--- src/rtl/w_ser_pkg.sv ---
// Shared defaults and width helper for the bit-serial weight buffer.
package w_ser_pkg;

    localparam int W_MAX_DEF = 8;

    function automatic int clog2(input int v);
        int r;
        r = 0;
        while ((1 << r) < v) r++;
        return r;
    endfunction

endpackage

--- src/rtl/w_ser_fifo_if.sv ---
// Loader/array-facing bundle of the bit-serial weight buffer.
// Master drives writes, reads and mode; slave returns data and flags.
interface w_ser_fifo_if
    import w_ser_pkg::*;
#(
    parameter int N     = 2,
    parameter int W_MAX = W_MAX_DEF
);
    logic [3:0]         precision;
    logic               msb_first;
    logic [N-1:0]       wr_valid;
    logic [N*W_MAX-1:0] wr_data;
    logic [N-1:0]       wr_ready;
    logic [N-1:0]       rd_en;
    logic [N-1:0]       dout;
    logic [N-1:0]       empty;
    logic [N-1:0]       full;
    logic [N-1:0]       underflow;

    modport master (
        output precision, msb_first, wr_valid, wr_data, rd_en,
        input  wr_ready, dout, empty, full, underflow
    );

    modport slave (
        input  precision, msb_first, wr_valid, wr_data, rd_en,
        output wr_ready, dout, empty, full, underflow
    );
endinterface

--- src/rtl/w_ser_lane.sv ---
// One channel: word FIFO feeding a shift stage that emits one bit per rd_en.
// Write-to-first-bit 2 cycles, no bubble between words; writes refused while full.
module w_ser_lane
    import w_ser_pkg::*;
#(
    parameter int W_MAX = W_MAX_DEF,
    parameter int DEPTH = 16
)
(
    input  logic             clk,
    input  logic             rst,
    input  logic [3:0]       prec,
    input  logic             msb,
    input  logic             wr_valid,
    input  logic [W_MAX-1:0] wr_data,
    output logic             wr_ready,
    input  logic             rd_en,
    output logic             dout,
    output logic             empty,
    output logic             full,
    output logic             underflow,
    output logic             idle
);
    localparam int AW = clog2(DEPTH);
    localparam int BW = (W_MAX > 1) ? clog2(W_MAX) : 1;

    logic [W_MAX-1:0] mem_q [DEPTH];
    logic [AW-1:0]    wptr_q, wptr_d, rptr_q, rptr_d;
    logic [AW:0]      cnt_q, cnt_d;
    logic [W_MAX-1:0] word_q, word_d;
    logic             vld_q, vld_d;
    logic [BW-1:0]    bcnt_q, bcnt_d;
    logic             udf_q, udf_d;
    logic             push, pop, adv, last;
    logic [BW-1:0]    idx;

    assign full      = (cnt_q == (AW+1)'(DEPTH));
    assign wr_ready  = !full;
    assign empty     = !vld_q;
    assign underflow = udf_q;
    assign idle      = !vld_q && (cnt_q == '0);
    assign dout      = vld_q && word_q[idx];

    always_comb begin
        push   = wr_valid && !full;
        adv    = rd_en && vld_q;
        last   = (32'(bcnt_q) + 32'd1) == 32'(prec);
        // Reload on the last bit keeps back-to-back words bubble-free.
        pop    = (!vld_q || (adv && last)) && (cnt_q != '0);
        wptr_d = push ? wptr_q + 1'b1 : wptr_q;
        rptr_d = pop ? rptr_q + 1'b1 : rptr_q;
        cnt_d  = cnt_q;
        if (push && !pop)
            cnt_d = cnt_q + 1'b1;
        else if (!push && pop)
            cnt_d = cnt_q - 1'b1;
        word_d = word_q;
        vld_d  = vld_q;
        bcnt_d = bcnt_q;
        if (pop) begin
            word_d = mem_q[rptr_q];
            vld_d  = 1'b1;
            bcnt_d = '0;
        end else if (adv && last) begin
            vld_d  = 1'b0;
            bcnt_d = '0;
        end else if (adv) begin
            bcnt_d = bcnt_q + 1'b1;
        end
        udf_d = udf_q || (rd_en && !vld_q);
        idx   = msb ? BW'(32'(prec) - 32'd1 - 32'(bcnt_q)) : bcnt_q;
    end

    always_ff @(posedge clk or negedge rst) begin
        if (!rst) begin
            wptr_q <= '0;
            rptr_q <= '0;
            cnt_q  <= '0;
            word_q <= '0;
            vld_q  <= 1'b0;
            bcnt_q <= '0;
            udf_q  <= 1'b0;
        end else begin
            wptr_q <= wptr_d;
            rptr_q <= rptr_d;
            cnt_q  <= cnt_d;
            word_q <= word_d;
            vld_q  <= vld_d;
            bcnt_q <= bcnt_d;
            udf_q  <= udf_d;
        end
    end

    // Storage needs no reset: the count and stage-valid flag gate every read.
    always_ff @(posedge clk) begin
        if (push)
            mem_q[wptr_q] <= wr_data;
    end

endmodule

--- src/rtl/w_ser_fifo.sv ---
// N-channel buffer turning parallel INT weights into per-column bit streams.
// First bit 2 cycles after write; per-channel wr_ready drops while that FIFO is full.
module w_ser_fifo
    import w_ser_pkg::*;
#(
    parameter int N     = 2,
    parameter int W_MAX = W_MAX_DEF,
    parameter int DEPTH = 16
)
(
    input  logic         clk,
    input  logic         rst,
    w_ser_fifo_if.slave  bus
);
    logic [3:0]   prec_q, prec_d, prec_clamp;
    logic         msb_q, msb_d;
    logic [N-1:0] lane_idle;
    logic         all_idle;
    logic [N-1:0] lane_wr_ready, lane_dout, lane_empty, lane_full, lane_udf;

    assign bus.wr_ready  = lane_wr_ready;
    assign bus.dout      = lane_dout;
    assign bus.empty     = lane_empty;
    assign bus.full      = lane_full;
    assign bus.underflow = lane_udf;

    // Mode only follows the inputs while every lane is drained.
    always_comb begin
        prec_clamp = bus.precision;
        if (bus.precision == 4'd0)
            prec_clamp = 4'd1;
        else if (32'(bus.precision) > W_MAX)
            prec_clamp = 4'(W_MAX);
        all_idle = &lane_idle;
        prec_d   = all_idle ? prec_clamp : prec_q;
        msb_d    = all_idle ? bus.msb_first : msb_q;
    end

    always_ff @(posedge clk or negedge rst) begin
        if (!rst) begin
            prec_q <= 4'd1;
            msb_q  <= 1'b0;
        end else begin
            prec_q <= prec_d;
            msb_q  <= msb_d;
        end
    end

    for (genvar c = 0; c < N; c++) begin : g_lane
        w_ser_lane #(
            .W_MAX (W_MAX),
            .DEPTH (DEPTH)
        ) u_lane (
            .clk       (clk),
            .rst       (rst),
            .prec      (prec_q),
            .msb       (msb_q),
            .wr_valid  (bus.wr_valid[c]),
            .wr_data   (bus.wr_data[c*W_MAX +: W_MAX]),
            .wr_ready  (lane_wr_ready[c]),
            .rd_en     (bus.rd_en[c]),
            .dout      (lane_dout[c]),
            .empty     (lane_empty[c]),
            .full      (lane_full[c]),
            .underflow (lane_udf[c]),
            .idle      (lane_idle[c])
        );
    end

endmodule

--- src/flat_wrapper.sv ---
// flat-port wrapper written by rule: the top's interface ports become plain ports
module w_ser_fifo_flat import w_ser_pkg::*;
#(
    parameter int N     = 2,
    parameter int W_MAX = W_MAX_DEF,
    parameter int DEPTH = 16
)
  (clk, rst, bus_precision, bus_msb_first, bus_wr_valid, bus_wr_data, bus_rd_en, bus_wr_ready, bus_dout, bus_empty, bus_full, bus_underflow);
  w_ser_fifo_if #(.N(N), .W_MAX(W_MAX)) bus_i ();
  input  logic clk;
  input  logic rst;
  input wire logic [$bits(bus_i.precision)-1:0] bus_precision;
  input wire logic [$bits(bus_i.msb_first)-1:0] bus_msb_first;
  input wire logic [$bits(bus_i.wr_valid)-1:0] bus_wr_valid;
  input wire logic [$bits(bus_i.wr_data)-1:0] bus_wr_data;
  input wire logic [$bits(bus_i.rd_en)-1:0] bus_rd_en;
  output wire logic [$bits(bus_i.wr_ready)-1:0] bus_wr_ready;
  output wire logic [$bits(bus_i.dout)-1:0] bus_dout;
  output wire logic [$bits(bus_i.empty)-1:0] bus_empty;
  output wire logic [$bits(bus_i.full)-1:0] bus_full;
  output wire logic [$bits(bus_i.underflow)-1:0] bus_underflow;
  assign bus_i.precision = bus_precision;
  assign bus_i.msb_first = bus_msb_first;
  assign bus_i.wr_valid = bus_wr_valid;
  assign bus_i.wr_data = bus_wr_data;
  assign bus_i.rd_en = bus_rd_en;
  assign bus_wr_ready = bus_i.wr_ready;
  assign bus_dout = bus_i.dout;
  assign bus_empty = bus_i.empty;
  assign bus_full = bus_i.full;
  assign bus_underflow = bus_i.underflow;
  w_ser_fifo #(.N(N), .W_MAX(W_MAX), .DEPTH(DEPTH)) u_core (.clk(clk), .rst(rst), .bus(bus_i));
endmodule
--- config.mk ---
export PLATFORM = sky130hd
export DESIGN_NAME = w_ser_fifo_flat
export DESIGN_NICKNAME = d
export VERILOG_FILES = /design/src/rtl/w_ser_pkg.sv /design/src/rtl/w_ser_fifo_if.sv /design/src/rtl/w_ser_lane.sv /design/src/rtl/w_ser_fifo.sv /design/src/flat_wrapper.sv
export SDC_FILE = /design/constraint.sdc
export NUM_CORES = 1
export LEC_CHECK = 0
export CAP_MARGIN = 15
export CORE_AREA = 2 2 275 209
export CTS_BUF_LIST = sky130_fd_sc_hd__clkbuf_2
export DETAILED_ROUTE_END_ITERATION = 12
export DIE_AREA = 0 0 277 211
export PLACE_DENSITY_LB_ADDON = 0.25
export SLEW_MARGIN = 20
export SYNTH_ARGS = -nofsm -noshare
export SYNTH_HDL_FRONTEND = slang
export SYNTH_SLANG_ARGS = --single-unit
--- constraint.sdc ---
create_clock -name clk -period 3.65 [get_ports clk]
set_input_delay 0.73 -clock clk [delete_from_list [all_inputs] [get_ports clk]]
set_output_delay 0.73 -clock clk [all_outputs]
set_load 0.01 [all_outputs]
==> results of run 1 <==
per-stage QoR:
stage / setup TNS, ns / worst slack, ns / power, uW / instances
after floorplan: 0 / 0.687 / 7110 / 737
after global placement: 0 / 0.122 / 8030 / 1505
after detailed placement: 0 / 0.145 / 8050 / 1505
after CTS: -0.809 / -0.447 / 10700 / 1656
after global routing: -1.03 / -0.533 / 11200 / 1658
final: -0.481 / -0.291 / 10500 / 1658
power by group:
group	internal (uW)	total, uW	leakage (uW)	switching (uW)
combinational	1490	3080	0.00194	1590
clock	1110	2590	0.000598	1480
sequential	4410	4830	0.00298	426
critical path: cells and delay by family (launching register included):
| family | cells | cell delay (ns) |
|---|---|---|
| compound gates | 1 | 0.19 |
| fa+ha+maj | 2 | 0.70 |
| buf+inv | 2 | 0.19 |
| flops | 1 | 0.55 |
| mux | 2 | 0.53 |
| simple gates | 1 | 0.09 |
Yosys cell counts, drive strengths merged:
library cell,n
edfxtp,256
mux4,68
dfrtp,56
nand2,53
nor2,38
a22oi,32
buf,30
ha,23
mux2,22
inv,16
clkbuf,15
xnor2,15
a21oi,14
o21ai,14
xor2,14
nand2b,10
nor3,10
nor2b,8
a21o,6
mux2i,6
nand4,5
and2,4
fa,4
nand3,4
a21boi,2
and2b,2
and4b,2
nand3b,2
nor4,2
o2111ai,2
dfstp,1
o31ai,1
final timing paths:
path / end / cells after the start
setup / recovery: bus_dout[1] / 8
hold / removal: u_core.prec_q[2] / 3
setup reg to reg: u_core.g_lane[0].u_lane.cnt_q[4] / 14
hold reg to reg: u_core.g_lane[0].u_lane.underflow / 1
max in group asynchronous: u_core.g_lane[0].u_lane.rptr_q[0] / 3
min in group asynchronous: u_core.g_lane[1].u_lane.cnt_q[3] / 3
final cells by class:
type / instances / area (um^2)
Fill cell: 5630 / 40100
Antenna cell: 2 / 5.00
Sequential cell: 313 / 9120
Clock buffer: 119 / 596
Timing Repair Buffer: 83 / 713
Inverter: 16 / 60.1
Tap cell: 731 / 915
Clock inverter: 31 / 229
Multi-Input combinational cell: 363 / 3800
flip-flops by register name, summed over array words and instances, names as in the netlist:
name and flops:
u_core.g_lane.u_lane.mem_q 256, u_core.g_lane.u_lane.word_q 16, u_core.g_lane.u_lane.cnt_q 10, u_core.g_lane.u_lane.rptr_q 8, u_core.g_lane.u_lane.wptr_q 8, u_core.g_lane.u_lane.bcnt_q 6
u_core.prec_q 4, u_core.g_lane.u_lane.underflow 2, u_core.g_lane.u_lane.vld_q 2, u_core.msb_q 1
metal layers:
| metal | vias to the layer above | GRT usage | wire, um |
|---|---|---|---|
| met4 | 0 | 0.0394 | 643 |
| met3 | 54 | 0.0311 | 1410 |
| met1 | 3496 | 0.147 | 14500 |
| met5 | - | 0 | 0 |
| li1 | 3167 | - | - |
| met2 | 143 | 0.144 | 12300 |
what timing repair did:
| action | in CTS | in global routing |
|---|---|---|
| endpoints found under the setup margin | 3 | 4 |
| endpoints found under the hold margin | 56 | 0 |
| resized for setup | 14 | 5 |
| hold buffers | 1 | 0 |
| pin swaps | 6 | 3 |
logic make-up (layout without fill, tap and decap cells):
logic type,Yosys count,in the layout
buf+inv,61,249
compound gates,71,71
simple gates,140,140
other cells,0,2
fa+ha+maj,27,27
flops,313,313
mux,96,96
xor+xnor,29,29
==> flow_summary.html, run 1 <==
<table>
<tr><th>Metric</th><th>Value</th></tr>
<tr><th colspan="2">Clocking</th></tr>
<tr><td>Clock insertion delay at the later pin of the skew report</td><td>~1.0 ns</td></tr>
<tr><td>Deepest clock path buffer count</td><td>3</td></tr>
<tr><td>TritonCTS clock tree</td><td>built</td></tr>
<tr><td>Depth of the CTS H-tree</td><td>3</td></tr>
<tr><td>Clock Sinks</td><td>313</td></tr>
<tr><td>Post-CTS Setup Inserts</td><td>0</td></tr>
<tr><td>Clock transition time at the flip-flop clock pins of the worst setup and hold paths</td><td>~0.11 ns</td></tr>
<tr><td>TritonCTS Buffers</td><td>83</td></tr>
<tr><td>Root Buffer Master</td><td>clkbuf_2</td></tr>
<tr><th colspan="2">Floorplanning</th></tr>
<tr><td>Placeable Area</td><td>55600 um^2</td></tr>
<tr><td>Number of ports placed on the die boundary</td><td>37</td></tr>
<tr><td>Number of placement rows</td><td>75</td></tr>
<tr><td>Horizontal die dimension</td><td>roughly 280 um</td></tr>
<tr><td>Initial core utilization</td><td>0.239</td></tr>
<tr><td>Die outline height</td><td>211 um</td></tr>
<tr><td>Die area</td><td>58400 um^2</td></tr>
<tr><th colspan="2">STA</th></tr>
<tr><td>Fin. max-slew vios</td><td>0</td></tr>
<tr><td>Worst Hold Slack</td><td>just under 0.4 ns</td></tr>
<tr><td>Setup WS post-layout</td><td>-0.291 ns</td></tr>
<tr><td>Unrepaired setup endpoints after global routing</td><td>yes</td></tr>
<tr><td>Slew @ Worst Pin</td><td>~0.83 ns</td></tr>
<tr><td>Fmax achieved</td><td>about 250 MHz</td></tr>
<tr><td>Worst slew margin relative to its limit</td><td>0.445</td></tr>
<tr><td>Fin Clk Skew</td><td>around 0.095 ns</td></tr>
<tr><td>Endpoints failing setup</td><td>2</td></tr>
<tr><td>Final hold vios</td><td>0</td></tr>
<tr><td>Post-route clock period utilization</td><td>1.08</td></tr>
<tr><td>Shortest clock period the worst path allows after layout</td><td>roughly 3.9 ns</td></tr>
<tr><th colspan="2">Global routing</th></tr>
<tr><td>Antenna violations before repair</td><td>2</td></tr>
<tr><td>GRT Util Overall</td><td>0.102</td></tr>
<tr><td>Vias in the first global route</td><td>between 7000 and 8000</td></tr>
<tr><td>First-pass GRT wire length</td><td>roughly 44000 um</td></tr>
<tr><td>Maximum number of pins on one net before global-route repair</td><td>58</td></tr>
<tr><td>Remaining global-route overflow</td><td>0</td></tr>
<tr><th colspan="2">Routing</th></tr>
<tr><td>Drt wl/cell</td><td>17.4 um</td></tr>
<tr><td>Total via count in the routed design</td><td>roughly 7000</td></tr>
<tr><td>Number of DRC markers in iteration 0</td><td>between 500 and 600</td></tr>
<tr><td>Remaining antenna violation count after routing</td><td>0</td></tr>
<tr><td>Number of optimization iterations in the first detailed-route pass</td><td>7</td></tr>
<tr><td>Drt drc</td><td>0</td></tr>
<tr><td>Vias per cell</td><td>4.14</td></tr>
<tr><td>Total wire length after detailed routing</td><td>a little under 30000 um</td></tr>
<tr><th colspan="2">Setup path</th></tr>
<tr><td>CP Capture Type</td><td>output port</td></tr>
<tr><td>Cells along the critical path</td><td>inv_2 &gt; ha_4 &gt; fa_2 &gt; a21oi_2 &gt; mux4_2 &gt; mux2i_2 &gt; nor2_2 &gt; buf_2</td></tr>
<tr><td>Worst setup slack for register-to-register paths</td><td>about 0.61 ns</td></tr>
<tr><td>Arrival time of data at the critical path endpoint</td><td>3.21 ns</td></tr>
<tr><td>Crit path max-delay cell type</td><td>dfstp_2</td></tr>
<tr><td>Critical Path Source Type</td><td>flop</td></tr>
<tr><td>R2r startpoint</td><td>u_core.g_lane[0].u_lane.bcnt_q[0]</td></tr>
<tr><td>Critical-path maximum fanout</td><td>2</td></tr>
<tr><td>Critical setup path kind</td><td>reg2out</td></tr>
<tr><td>Delay of the slowest cell on the worst path</td><td>around 0.55 ns</td></tr>
<tr><td>First element of the critical path</td><td>u_core.prec_q[0]</td></tr>
<tr><td>Worst path required time</td><td>2.92 ns</td></tr>
<tr><th colspan="2">Placed design</th></tr>
<tr><td>Half-perimeter wire length of the detailed placement result</td><td>roughly 19000 um</td></tr>
<tr><td>Cell area after placement</td><td>~15000 um^2</td></tr>
<tr><td>Count of buffers inserted at the top-level ports</td><td>36</td></tr>
<tr><td>GP Congestion</td><td>slightly above 0.7</td></tr>
<tr><th colspan="2">Yosys</th></tr>
<tr><td>Warning count from the yosys run</td><td>0</td></tr>
<tr><td>Dominant cell type by area after synthesis</td><td>edfxtp_1</td></tr>
<tr><td>Basic-gate share of the synthesized area counting and, or, nand and nor cells</td><td>0.0500</td></tr>
<tr><td>Main combinational cell family by area after synthesis</td><td>multiplexers</td></tr>
<tr><td>Largest cells by area after synthesis</td><td>edfxtp_1 58%, dfrtp_1 11%, mux4_2 9.2%, mux4_1 2.8%, ha_1 2.2%</td></tr>
<tr><td>Average cell area after synthesis</td><td>18.0 um^2</td></tr>
<tr><td>Post-synthesis register bit count</td><td>between 300 and 400</td></tr>
<tr><td>Cell area after technology mapping</td><td>13300 um^2</td></tr>
<tr><td>Mux contribution to synthesized area</td><td>0.148</td></tr>
<tr><td>Number of distinct library cells after synthesis</td><td>45</td></tr>
<tr><td>Fraction of the mapped netlist area in adder cells</td><td>0.0278</td></tr>
<tr><td>Nets in the synthesized netlist</td><td>slightly below 800</td></tr>
<tr><td>Post-synthesis compound-gate area fraction</td><td>0.0385</td></tr>
<tr><td>Synthesized-area fraction occupied by xor and xnor cells</td><td>0.0192</td></tr>
<tr><td>Instance count of the mapped netlist</td><td>737</td></tr>
<tr><td>Proportion of synthesized chip area in sequential cells</td><td>0.688</td></tr>
<tr><td>Share of the synthesized area in the top cell type</td><td>0.580</td></tr>
<tr><th colspan="2">Finish</th></tr>
<tr><td>Leading cell types in the layout, fill and taps excluded</td><td>256 x edfxtp_1, 119 x clkbuf_2, 54 x mux4_2, 54 x dfrtp_1, 51 x nand2_1</td></tr>
<tr><td>Non-Filler Cell Area, Final</td><td>between 15000 and 20000 um^2</td></tr>
<tr><td>Share of post-route cells with drive strength above 1</td><td>0.296</td></tr>
<tr><td>Layout Nets</td><td>~900</td></tr>
<tr><td>Signed area change from the synthesized netlist to the final layout</td><td>16.5%</td></tr>
<tr><td>Utilization of the core after routing</td><td>0.278</td></tr>
<tr><td>Most common cell after layout, fill and taps aside</td><td>edfxtp_1</td></tr>
<tr><th colspan="2">Min path</th></tr>
<tr><td>Path class of the lowest-slack min-delay path</td><td>in2reg</td></tr>
<tr><td>Launch instance of the worst min-delay path</td><td>bus_precision[2]</td></tr>
<tr><th colspan="2">Job</th></tr>
<tr><td>Number of max-cap violations</td><td>0</td></tr>
<tr><th colspan="2">Pwr</th></tr>
<tr><td>LEAKAGE</td><td>about 0.0055 uW</td></tr>
<tr><td>Worst vdd rail ir drop</td><td>between 0.2 and 0.25 mV</td></tr>
<tr><td>Power Dens Cells</td><td>681 nW/um^2</td></tr>
<tr><th colspan="2">Run status</th></tr>
<tr><td>Outcome</td><td>complete, but fails checks</td></tr>
<tr><td>Violations in the final reports</td><td>negative setup slack</td></tr>
</table>
No activity file was read; power rests on OpenSTA's default activity.
==> run 2, diff against run 1 <==
==> constraint.sdc (replaced) <==
create_clock -name clk -period 3.7 [get_ports clk]
set_input_delay 0.74 -clock clk [delete_from_list [all_inputs] [get_ports clk]]
set_output_delay 0.74 -clock clk [all_outputs]
set_load 0.01 [all_outputs]
==> run 2 against run 1 <==
Net effect: the run still ends with negative setup slack left; design area is 0.62% lower; routed wire length is 1.4% higher; hold slack worse by 0.042 ns; sequential share of layout area is 0.37 points higher; non-clock buffer count is 1 lower; global-route usage is 0.13 points higher; clock skew is 0.020 ns lower; worst setup slack better by 0.12 ns; sequential power is 2% lower; critical endpoint unchanged.
==> flow_summary.html, run 2 (synthesized netlist as in run 1, its figures left out) <==
<table>
<tr><th>Metric</th><th>Value</th></tr>
<tr><th colspan="2">Run status</th></tr>
<tr><td>Outcome</td><td>complete, but fails checks</td></tr>
<tr><td>Violations in the final reports</td><td>negative setup slack</td></tr>
<tr><th colspan="2">Finish</th></tr>
<tr><td>Leading cell types in the layout, fill and taps excluded</td><td>256 x edfxtp_1, 122 x clkbuf_2, 54 x mux4_2, 54 x dfrtp_1, 52 x nand2_1</td></tr>
<tr><td>Layout Nets</td><td>just over 900</td></tr>
<tr><td>Share of post-route cells with drive strength above 1</td><td>0.298</td></tr>
<tr><td>Most common cell after layout, fill and taps aside</td><td>edfxtp_1</td></tr>
<tr><td>Signed area change from the synthesized netlist to the final layout</td><td>15.8%</td></tr>
<tr><td>Filler Cell Count</td><td>between 5000 and 6000</td></tr>
<tr><td>Largest registers in the final layout</td><td>u_core.g_lane.u_lane.mem_q (256), u_core.g_lane.u_lane.word_q (16), u_core.g_lane.u_lane.cnt_q (10)</td></tr>
<tr><td>Max reg flops</td><td>roughly 260</td></tr>
<tr><td>Most flop-heavy register</td><td>u_core.g_lane.u_lane.mem_q</td></tr>
<tr><td>Final std cells w/o fill</td><td>1648</td></tr>
<tr><th colspan="2">Routing</th></tr>
<tr><td>Drt drc</td><td>0</td></tr>
<tr><td>Vias per cell</td><td>just over 4</td></tr>
<tr><td>Drt wl/cell</td><td>between 15 and 20 um</td></tr>
<tr><td>Total wire length after detailed routing</td><td>between 20000 and 30000 um</td></tr>
<tr><td>Remaining antenna violation count after routing</td><td>0</td></tr>
<tr><td>Number of optimization iterations in the first detailed-route pass</td><td>5</td></tr>
<tr><td>Total via count in the routed design</td><td>between 6000 and 7000</td></tr>
<tr><td>Number of DRC markers in iteration 0</td><td>419</td></tr>
<tr><th colspan="2">STA</th></tr>
<tr><td>Unrepaired setup endpoints after global routing</td><td>yes</td></tr>
<tr><td>Fin Clk Skew</td><td>0.0750 ns</td></tr>
<tr><td>Slew @ Worst Pin</td><td>~0.78 ns</td></tr>
<tr><td>Fmax achieved</td><td>~260 MHz</td></tr>
<tr><td>Worst Hold Slack</td><td>between 0.3 and 0.4 ns</td></tr>
<tr><td>Setup tns final</td><td>-0.252 ns</td></tr>
<tr><td>Endpoints failing setup</td><td>2</td></tr>
<tr><td>Post-route clock period utilization</td><td>1.05</td></tr>
<tr><td>Fin. max-slew vios</td><td>0</td></tr>
<tr><td>Final hold vios</td><td>0</td></tr>
<tr><td>Shortest clock period the worst path allows after layout</td><td>between 3 and 4 ns</td></tr>
<tr><td>Setup WS post-layout</td><td>-0.170 ns</td></tr>
<tr><td>Worst slew margin relative to its limit</td><td>0.479</td></tr>
<tr><th colspan="2">Setup path</th></tr>
<tr><td>First element of the critical path</td><td>u_core.prec_q[0]</td></tr>
<tr><td>Critical setup path kind</td><td>reg2out</td></tr>
<tr><td>Worst path required time</td><td>2.96 ns</td></tr>
<tr><td>Crit path max-delay cell type</td><td>dfstp_2</td></tr>
<tr><td>Cells along the critical path</td><td>inv_2 &gt; ha_4 &gt; fa_1 &gt; a21oi_2 &gt; mux4_2 &gt; mux2i_1 &gt; nor2_2 &gt; buf_2</td></tr>
<tr><td>Reg2Reg Capture Point</td><td>u_core.g_lane[0].u_lane.cnt_q[4]</td></tr>
<tr><td>Critical Path Source Type</td><td>flop</td></tr>
<tr><td>Worst reg-to-reg path cell count</td><td>14</td></tr>
<tr><td>CP Capture Type</td><td>output port</td></tr>
<tr><td>Arrival time of data at the critical path endpoint</td><td>roughly 3.1 ns</td></tr>
<tr><td>Critical-path maximum fanout</td><td>2</td></tr>
<tr><td>Worst setup slack for register-to-register paths</td><td>approximately 0.67 ns</td></tr>
<tr><td>R2r startpoint</td><td>u_core.g_lane[0].u_lane.bcnt_q[1]</td></tr>
<tr><td>Delay of the slowest cell on the worst path</td><td>between 0.5 and 0.6 ns</td></tr>
<tr><td>Capturing element of the worst setup path</td><td>bus_dout[1]</td></tr>
<tr><th colspan="2">Global routing</th></tr>
<tr><td>Remaining global-route overflow</td><td>0</td></tr>
<tr><td>Maximum number of pins on one net before global-route repair</td><td>36</td></tr>
<tr><td>Antenna violations before repair</td><td>2</td></tr>
<tr><td>GRT Util Overall</td><td>0.104</td></tr>
<tr><td>Vias in the first global route</td><td>between 7000 and 8000</td></tr>
<tr><td>First-pass GRT wire length</td><td>between 40000 and 50000 um</td></tr>
<tr><th colspan="2">Pwr</th></tr>
<tr><td>Worst vdd rail ir drop</td><td>about 0.18 mV</td></tr>
<tr><td>LEAKAGE</td><td>about 0.0055 uW</td></tr>
<tr><td>Total power draw</td><td>roughly 10000 uW</td></tr>
<tr><td>Power Dens Cells</td><td>666 nW/um^2</td></tr>
<tr><th colspan="2">Job</th></tr>
<tr><td>Number of max-cap violations</td><td>0</td></tr>
<tr><th colspan="2">Clocking</th></tr>
<tr><td>Root Buffer Master</td><td>clkbuf_2</td></tr>
<tr><td>Post-CTS Setup Inserts</td><td>0</td></tr>
<tr><td>Clock transition time at the flip-flop clock pins of the worst setup and hold paths</td><td>~0.1 ns</td></tr>
<tr><td>Deepest clock path buffer count</td><td>3</td></tr>
<tr><td>TritonCTS clock tree</td><td>built</td></tr>
<tr><td>Clock Sinks</td><td>313</td></tr>
<tr><td>TritonCTS Buffers</td><td>83</td></tr>
<tr><td>Clock insertion delay at the later pin of the skew report</td><td>about 0.98 ns</td></tr>
<tr><td>Depth of the CTS H-tree</td><td>3</td></tr>
<tr><th colspan="2">Floorplanning</th></tr>
<tr><td>Die area</td><td>about 60000 um^2</td></tr>
<tr><td>Horizontal die dimension</td><td>between 200 and 300 um</td></tr>
<tr><td>Number of ports placed on the die boundary</td><td>37</td></tr>
<tr><td>Number of placement rows</td><td>between 70 and 80</td></tr>
<tr><td>Placeable Area</td><td>55600 um^2</td></tr>
<tr><td>Die outline height</td><td>211 um</td></tr>
<tr><td>Initial core utilization</td><td>0.239</td></tr>
<tr><th colspan="2">Placed design</th></tr>
<tr><td>Count of buffers inserted at the top-level ports</td><td>36</td></tr>
<tr><td>Placed insts</td><td>approximately 1500</td></tr>
<tr><td>GP Congestion</td><td>0.704</td></tr>
<tr><td>Half-perimeter wire length of the detailed placement result</td><td>approximately 19000 um</td></tr>
<tr><th colspan="2">Min path</th></tr>
<tr><td>Path class of the lowest-slack min-delay path</td><td>in2async</td></tr>
</table>
[run 2: worst min-delay path by stage]
stage | endpoint | slack, ns | cells past startpoint
6_report | u_core.g_lane[1].u_lane.rptr_q[3] | 0.35 | 2
5_1_grt | u_core.g_lane[1].u_lane.rptr_q[3] | 0.28 | 2
4_1_cts | u_core.g_lane[1].u_lane.rptr_q[3] | 0.21 | 2
3_5_place_dp | u_core.g_lane[0].u_lane.underflow | 0.45 | 1
3_3_place_gp | u_core.g_lane[0].u_lane.underflow | 0.45 | 1
2_1_floorplan | u_core.g_lane[0].u_lane.underflow | 0.43 | 1
[run 2: worst max-delay path: cells and delay by family, from the launching register on]
| kind | cells | cell delay (ns) |
|---|---|---|
| simple gates | 1 | 0.09 |
| fa+ha+maj | 2 | 0.69 |
| mux | 2 | 0.48 |
| compound gates | 1 | 0.19 |
| buf+inv | 2 | 0.20 |
| flops | 1 | 0.55 |
[run 2: area by class of cell]
cell class	count	area, um^2	area share
flip-flops and latches	313	9120	0.594
multi-input cells	363	3800	0.247
well taps	731	915	0.0596
repair buffers	82	718	0.0468
clock buffers	122	611	0.0398
clock inverters	17	111	0.00726
inverters	16	60.1	0.00392
diodes	4	10.0	0.000653
[run 2: where the power goes]
part	internal [uW]	switching (uW)	total [uW]
logic	1490	1630	3110
registers	4350	375	4720
clock network	953	1420	2380
total	6790	3430	10200
[run 2: timing repair]
item                                    4_1_cts  5_1_grt
resized for setup                            16        2
hold buffers                                  1        0
pin swaps                                     7        0
hold endpoints to repair                     22        0
gates cloned                                  0        0
endpoints found under the setup margin        2        3
[run 2: per-stage QoR]
stage / area (um^2) / utilization / setup WS [ns]
after detailed placement: 14600 / 0.262 / 0.137
after floorplan: 13300 / - / 0.737
after global routing: 15300 / 0.276 / -0.415
after CTS: 15300 / 0.276 / -0.372
final: 15300 / 0.276 / -0.170
after global placement: 14600 / 0.262 / 0.174
[run 2: metal layers]
metal	share of wire	track usage	routed length (um)
met1	0.51	0.152	14900
met2	0.41	0.141	12100
met3	0.050	0.0293	1470
met4	0.027	0.0463	799
met5	0	0	0
==> patch: new RTL, config.mk and constraints of run 1 <==
Reset style: synchronous (`rst`), changed in 2 clocked blocks.
--- a/src/rtl/w_ser_lane.sv
+++ b/src/rtl/w_ser_lane.sv
@@ -73,3 +73,3 @@
 
-    always_ff @(posedge clk or negedge rst) begin
+    always_ff @(posedge clk) begin
         if (!rst) begin
--- a/src/rtl/w_ser_fifo.sv
+++ b/src/rtl/w_ser_fifo.sv
@@ -38,3 +38,3 @@
 
-    always_ff @(posedge clk or negedge rst) begin
+    always_ff @(posedge clk) begin
         if (!rst) begin
Function: differs if rst is asserted again (counterexample within 4 cycles, from zero or initial values and one cycle with rst low); with rst held inactive, the same outputs for 4 cycles.
==> patch against run 1 <==
The flow still finishes with violations (negative setup slack). Final area fell by 0.45%. Sequential cell count unchanged. First-iteration DRC count is 18% lower. Area after synthesis decreased by 1.8%. Count of clock-buffer cells in the layout up 6. Worst setup slack improved by 8.4 ps. Total power fell by 9.3%. Routed wire length grew 3.5%.
==> patch: results (changes against run 1) <==
[placed_design]
placed_area_sq_um=14470  ; -0.59%
hpwl_um=20090  ; +7.3%
place_congestion=0.6962  ; -2.4%
pre_cts_ws_ps=22.88  ; -121.8 ps
dpl.cell_count=1567  ; +4.1%

[worst_hold_path]
worstHoldEndpoint=u_core.msb_q
hp-start=bus_msb_first

[critical_path]
crit_path_top_delay_cell=mux4_2
arrival_ps=3200  ; about the same
rrSetupSlack_ps=400  ; -210 ps
crit_family=multiplexers
slowest_delay_ps=510  ; -40 ps
setup.worst_path.start=u_core.prec_q[0]
r2r-start=u_core.g_lane[0].u_lane.bcnt_q[1]
reg2reg_to=u_core.g_lane[0].u_lane.cnt_q[4]
reg2regPathDepth=12  ; -2

[layout]
comb.multi_input.count=410  ; +13%
drive_gt1_share_pct=28.93  ; -0.69 points
filler_cell_count=5698  ; +1.2%
post-route-util_pct=27.66  ; -0.12 points
layout.nets=981  ; +7.3%
num_antenna_cells=4  ; +2
area_share_clock_buf_inv_pct=5.171  ; -0.17 points
inverters=17  ; +1
final_cells=1727  ; +4.2%
sh_seq_area_pct=57.49  ; -1.6 points
num-clock-buffers=125  ; +5.0%
final-nonclk-buf-share_pct=5.382  ; +0.76 points

[logic_synthesis]
synth_cell_types=42  ; -6.7%
synthCells=791  ; +7.3%
synth_area_leaders=edfxtp_1 (59%), mux4_2 (12%), dfxtp_1 (8.8%), ha_1 (2.3%), mux2i_1 (2.0%)
synth-async-reset-ratio_pct=0  ; -18 points
yosysWarnings=0  ; unchanged
ys_top_cells_by_count=edfxtp_1 (256), mux4_2 (68), nor2_1 (63)
synthesis.area_sq_um=13010  ; -1.8%
syn_nets=846  ; +7.0%

[detailed_routing]
firstDrtPassIters=5  ; -2
drt-vias-per-instance=4.145  ; +0.18%
drt_iter0_markers=456  ; -18%

[clock_network]
clock_latency_ps=950  ; -90 ps
clk_pin_slew_ps=90  ; -20 ps
cts_made_buffers=85  ; +2.4%
cts_buffer_depth=3  ; unchanged
h-tree-depth=3  ; unchanged

[global_routing]
grt_max_degree=21  ; -64%
antenna_found_initial=6  ; +4
grt_pass1_wl_um=45270  ; +1.9%
grt_usage_pct=10.36  ; +0.11 points

[power_and_ir_drop]
power_frac_comb_pct=27.1  ; -2.2 points
static-leakage-power_nw=5.191  ; -6.0%
irDropWorstVdd_v=0.0001915  ; -14%
pg_comb_mw=2.58  ; -16%
netSwitchingFraction_pct=31.83  ; -1.4 points

[sta]
slew_headroom_pct=35.15  ; -9.3 points
fin_setup_tns_ps=-494.1  ; -12.72 ps
setup_slack_ps=-282.7  ; +8.385 ps
finalSetupViolations=2  ; unchanged

[run_status]
outcome=finished, violations left
violations=negative setup slack

==> patch: changes by cell type in the layout (fill, tap and decap cells not counted), sizes merged, moves of 10 or more <==
cell    delta
a22o      +16
buf       +16
nand2     -24
mux2      -22
nor2      +27
a211oi    +16
mux2i     +20
dfxtp     +57
a21oi     +28
a22oi     -32
or3       +10
dfrtp     -56
==> patch: logic make-up after synthesis <==
| kind of cell | synth area share [%] |
|---|---|
| DFF | 67.87 |
| and+or+nand+nor | 5.982 |
| adders and majority gates | 2.924 |
| xor gates and xnor gates | 1.751 |
| muxes | 13.77 |
| AOI/OAI and AO/OA | 5.184 |
| buffers and inverters | 2.520 |
==> patch: repair_timing <==
item,in CTS,in global routing
buffers inserted,3,0
pin swaps,6,1
resized for setup,25,0
endpoints found under the setup margin,2,2
==> patch: routing by layer <==
metal  GRT usage [%]  share of wire (%)  wire [um]
met3           3.141                5.5       1645
met4           4.310                2.4        707
met5               0              0.090         27
met1           14.68                 50      14950
met2           14.62                 42      12520
